### src/rtl/accum_decoder_pkg.sv
// Shared defaults and FSM encoding for the accumulator-sum decoder.
// Imported by the difference stage and the top level.
package accum_decoder_pkg;

  localparam int DATA_W_DEF = 32;
  localparam int N_ITER_DEF = 100;
  localparam int CNT_W_DEF  = 7;

  typedef enum logic [1:0] {
    ST_IDLE = 2'd0,
    ST_RUN  = 2'd1,
    ST_DONE = 2'd2
  } state_e;

endpackage

### src/rtl/accum_decoder_diff.sv
// Registered subtract/compare stage: recovers |x(n)| = y(n) - y(n-1) and
// reports whether the incoming sum is below the previous one.
module accum_decoder_diff
  import accum_decoder_pkg::*;
#(
  parameter int DATA_W = DATA_W_DEF
) (
  input  logic              clk,
  input  logic              rst,
  input  logic              clear,
  input  logic              accept,
  input  logic [DATA_W-1:0] y,
  output logic [DATA_W-1:0] x_mag,
  output logic              x_valid,
  output logic              decr
);

  logic [DATA_W-1:0] prev_q, prev_d;
  logic [DATA_W-1:0] x_mag_q, x_mag_d;
  logic              x_valid_q, x_valid_d;

  // NOTE: every signal written here gets a default first, so no path leaves it
  // unassigned and no latch is inferred.
  always_comb begin
    prev_d    = prev_q;
    x_mag_d   = x_mag_q;
    x_valid_d = 1'b0;
    if (clear) begin
      prev_d = '0;
    end else if (accept) begin
      x_mag_d   = y - prev_q;
      x_valid_d = 1'b1;
      prev_d    = y;
    end
  end

  // NOTE: flops are updated with <= so every always_ff reads pre-edge values;
  // a blocking = here would make results depend on block evaluation order.
  always_ff @(posedge clk) begin
    if (!rst) begin
      prev_q    <= '0;
      x_mag_q   <= '0;
      x_valid_q <= 1'b0;
    end else begin
      prev_q    <= prev_d;
      x_mag_q   <= x_mag_d;
      x_valid_q <= x_valid_d;
    end
  end

  // Combinational so the top can set err on the same edge that registers x_mag.
  assign decr    = accept && (y < prev_q);
  assign x_mag   = x_mag_q;
  assign x_valid = x_valid_q;

endmodule

### src/rtl/accum_decoder.sv
// Decoder for the running-sum accumulator: FSM, sample counter, sticky
// done/err flags around the registered difference stage.
module accum_decoder
  import accum_decoder_pkg::*;
#(
  parameter int DATA_W = DATA_W_DEF,
  parameter int N_ITER = N_ITER_DEF,
  parameter int CNT_W  = CNT_W_DEF
) (
  input  logic              clk,
  input  logic              rst,
  input  logic              start,
  input  logic              en,
  input  logic [DATA_W-1:0] y,
  output logic [DATA_W-1:0] x_mag,
  output logic              x_valid,
  output logic [CNT_W-1:0]  cnt,
  output logic              done,
  output logic              err
);

  state_e           state_q, state_d;
  logic [CNT_W-1:0] cnt_q, cnt_d;
  logic             done_q, done_d;
  logic             err_q, err_d;

  logic accept;
  logic clear;
  logic decr;

  assign accept = (state_q == ST_RUN) && en;
  // start is only honoured outside RUN; inside RUN it is ignored.
  assign clear  = start && (state_q != ST_RUN);

  always_comb begin
    state_d = state_q;
    cnt_d   = cnt_q;
    done_d  = done_q;
    err_d   = err_q;
    case (state_q)
      ST_IDLE, ST_DONE: begin
        if (start) begin
          state_d = ST_RUN;
          cnt_d   = '0;
          done_d  = 1'b0;
          err_d   = 1'b0;
        end
      end
      ST_RUN: begin
        if (en) begin
          cnt_d = cnt_q + CNT_W'(1);
          if (decr) err_d = 1'b1;
          if (cnt_q == CNT_W'(N_ITER - 1)) begin
            state_d = ST_DONE;
            done_d  = 1'b1;
          end
        end
      end
      default: state_d = ST_IDLE;
    endcase
  end

  always_ff @(posedge clk) begin
    if (!rst) begin
      state_q <= ST_IDLE;
      cnt_q   <= '0;
      done_q  <= 1'b0;
      err_q   <= 1'b0;
    end else begin
      state_q <= state_d;
      cnt_q   <= cnt_d;
      done_q  <= done_d;
      err_q   <= err_d;
    end
  end

  accum_decoder_diff #(
    .DATA_W (DATA_W)
  ) u_diff (
    .clk     (clk),
    .rst     (rst),
    .clear   (clear),
    .accept  (accept),
    .y       (y),
    .x_mag   (x_mag),
    .x_valid (x_valid),
    .decr    (decr)
  );

  assign cnt  = cnt_q;
  assign done = done_q;
  assign err  = err_q;

endmodule

### config.mk
export PLATFORM = sky130hd
export DESIGN_NAME = accum_decoder
export DESIGN_NICKNAME = d
export VERILOG_FILES = /design/src/rtl/accum_decoder_pkg.sv /design/src/rtl/accum_decoder_diff.sv /design/src/rtl/accum_decoder.sv
export SDC_FILE = /design/constraint.sdc
export NUM_CORES = 1
export LEC_CHECK = 0
export CAP_MARGIN = 10
export CORE_MARGIN = 2
export CORE_UTILIZATION = 50
export CTS_BUF_LIST = sky130_fd_sc_hd__clkbuf_4 sky130_fd_sc_hd__clkbuf_8
export DETAILED_ROUTE_END_ITERATION = 7
export GPL_TIMING_DRIVEN = 0
export HOLD_SLACK_MARGIN = 0.03
export PLACE_DENSITY = 0.72
export SYNTH_ARGS = -nofsm -noshare
export SYNTH_HDL_FRONTEND = slang
export SYNTH_HIERARCHICAL = 1
export SYNTH_SLANG_ARGS = --single-unit
### constraint.sdc
create_clock -name clk -period 3 [get_ports clk]
set_input_delay 0.3 -clock clk [delete_from_list [all_inputs] [get_ports clk]]
set_output_delay 0.3 -clock clk [all_outputs]
set_load 0.01 [all_outputs]
==> results.json <==
{
  "netlist_top_cells_area": "dfxtp_1, ha_1, mux2i_1",
  "fmaxAchievable_ghz": 0.351,
  "cts.clk_slew.worst_paths_ns": 0.08,
  "finalWirelength_um": 12700,
  "core_region_area_um2": 9280,
  "cp-start-kind": "input pin",
  "tritoncts_num_sinks": 76,
  "synth.yosys.warnings": 6,
  "synthTopCellsByCount": "dfxtp_1, nor2_1, inv_1",
  "initialDrtViolationCount": 272,
  "synthDominantCellAreaShare_pct": 31.5,
  "synth_seq_area_share_pct": 31.5,
  "design.final.nets": 742,
  "worstSetupStartpoint": "y[1]",
  "fin_cells": 806,
  "synth_seq_cells": 76,
  "post_synth_and_or_nand_nor_area_fraction_pct": 19.3,
  "crit_required_ns": 3.23,
  "yosys.area_share.adder_pct": 8.97,
  "number_of_enable_type_register_cells_in_the_synthesized_netlist": 0,
  "grt_first_pass_wirelength_um": 20700,
  "buffer_ports.inserted": 76,
  "ff_latch_area_um2": 1520,
  "yosys.area_share.xor_xnor_pct": 2.36,
  "peakVddDrop_uv": 280,
  "grt_setup_unrepaired": "false",
  "rows": 35,
  "drv.max_cap_violation_count": 0,
  "timing.critical_path.arrival_ns": 3.08,
  "placed_area_um2": 5750,
  "floorplan.io_pins": 78,
  "initial_util_pct": 52.0,
  "fp.dieArea_um2": 10500,
  "dp_hpwl_um": 9580,
  "setup_viol_count_final": 0,
  "min_period_over_period_pct": 95.0,
  "asyncSetResetFlopFracSynth_pct": 0,
  "timing.max_slew.rel_slack_pct": 44.5,
  "multi_input_comb_area_um2": 2990,
  "synth.net_count": 655,
  "firstDrtPassIters": 5,
  "final-max-slew-violation-count": 0,
  "grt_max_degree": 13,
  "antenna_found_initial": 0,
  "r2r-start": "u_diff/prev_q[1]",
  "critPathMaxFanout": 5,
  "synth.lib_cells_used.distinct": 70,
  "dr_total_vias": 4594,
  "cts_max_level": 3,
  "syn-mean-instance-area_um2": 8.25,
  "final_layout_size_suffix_gt1_share_pct": 6.35,
  "cts_buffers": 9,
  "die_h_um": 102,
  "fp.dieW_um": 102,
  "dp_cells": 790,
  "synth_compound_gate_area_share_pct": 23.5,
  "worst_slew_pin_slew_ns": 0.828,
  "p_leak_nw": 2.20,
  "grt_pass1_vias": 4359,
  "synth_top_family_by_area": "compound AO/OA/AOI/OAI gates",
  "critical_path.endpoint_type": "flip-flop",
  "post-synth-top-count-cell": "dfxtp_1",
  "clock_skew_ns": 0.0137,
  "hold_start": "rst",
  "hold_viol_final": 0,
  "synth_area_leader_cell": "dfxtp_1",
  "finish.instance_area_um2": 5980,
  "detail_route.vias_per_cell": 5.70,
  "hold_class": "in -> reg",
  "synth.mux.area_fraction_pct": 7.67,
  "grt_remaining_overflow": 0,
  "drt-wirelength-per-cell_um": 15.8,
  "prevailing_post_synth_register_cell": "dfxtp_1",
  "route.detailed.drc": 0,
  "ctsRootBufferMaster": "clkbuf_8",
  "critPathKind": "in -> reg",
  "cellPowerDensity_nw_per_um2": 438,
  "post_synth_instance_area_um2": 4830,
  "cts_tree": "built",
  "nFillCells": 864,
  "post_cts_buffers": 0,
  "max-clock-path-buffers": 2,
  "clock_latency_ns": 0.35,
  "place.gp.congestion": 0.921,
  "track_usage_pct": 24.9,
  "worst_hold_path.num_cells": 2,
  "area_growth_pct": 23.9,
  "depth_of_the_most_critical_reg_to_reg_path": 9,
  "number_of_antenna_repair_diodes": 0,
  "antenna_violating_nets_post_route": 0,
  "finalWorstPathRequiredPeriod_ns": 2.85,
  "synthesis.instances": 585,
  "run_status": "completed"
}
metal layers:
| metal | vias to the layer above | global-route usage, % | wire length [um] |
|---|---|---|---|
| li1 | 2277 | - | - |
| met1 | 2155 | 34.3 | 6140 |
| met2 | 137 | 39.6 | 5690 |
| met3 | 25 | 3.15 | 558 |
| met4 | 0 | 10.3 | 302 |
| met5 | - | 0 | 0 |
worst max-delay path, cell delays in order:
cell	delay, ns
clkdlybuf4s50_1	0.46
ha_1	0.31
nor2b_1	0.15
o211ai_1	0.26
a31oi_2	0.21
a221o_1	0.40
a31oi_1	0.67
a31o_1	0.25
nand3_1	0.07
state kept, by name, indices dropped and copies added (netlist names):
register / cells
u_diff/x_valid: 1
done: 1
cnt: 7
u_diff/x_mag: 32
err: 1
state_q: 2
u_diff/prev_q: 32
area by class of cell:
| cell class | count | area share (%) |
|---|---|---|
| buffer | 24 | 2.18 |
| clock buffer | 12 | 2.55 |
| clock inverter | 4 | 1.21 |
| inverter | 51 | 3.20 |
| multi-input combinational | 434 | 50.0 |
| sequential | 76 | 25.4 |
| tap | 129 | 2.70 |
| timing repair buffer | 76 | 12.7 |
cells by family after synthesis:
group	count (synthesis)
mux	37
flops	76
xor+xnor	13
fa+ha+maj	34
buf+inv	75
compound gates	161
simple gates	189
repair_timing:
item,CTS,global route
endpoints found under the setup margin,0,1
hold buffers,0,0
resized for setup,0,2
path summary, 6_finish.rpt:
check,end,slack [ns]
setup / recovery,u_diff/x_mag[31],0.15
hold / removal,state_q[1],0.26
setup reg to reg,u_diff/x_mag[31],0.19
hold reg to reg,done,0.45
where the power goes:
| group | leakage (nW) | internal (mW) | switching (mW) |
|---|---|---|---|
| clock | 0.113 | 0.510 | 0.390 |
| sequential | 0.616 | 1.05 | 0.0269 |
| combinational | 1.47 | 0.282 | 0.365 |
| total | 2.20 | 1.84 | 0.782 |
cells in the final DEF (no fill, tap or decap), types with 8 or more instances in the layout:
| cell type | count |
|---|---|
| ha_1 | 33 |
| nor2_1 | 57 |
| nand4_1 | 9 |
| o21ai_1 | 10 |
| dfxtp_1 | 76 |
| nand2_1 | 47 |
| mux2i_1 | 37 |
| clkdlybuf4s50_1 | 76 |
| a21oi_1 | 49 |
| o21ai_0 | 19 |
| clkbuf_1 | 14 |
| nand3_1 | 26 |
| a21o_1 | 15 |
| xor2_1 | 8 |
| inv_1 | 50 |
| clkbuf_8 | 11 |
per-stage QoR:
stage	worst slack [ns]	TNS, ns	hold WS, ns	util [%]	power, mW
5_1_grt	0.00917	0	0.283	64.4	2.75
4_1_cts	0.122	0	0.246	64.4	2.64
2_1_floorplan	0.589	0	0.447	-	1.51
3_3_place_gp	-0.184	-0.670	0.438	61.9	1.72
3_5_place_dp	-0.212	-0.873	0.444	61.9	1.73
6_report	0.149	0	0.260	64.4	2.62
No activity file was read; power rests on OpenSTA's default activity.
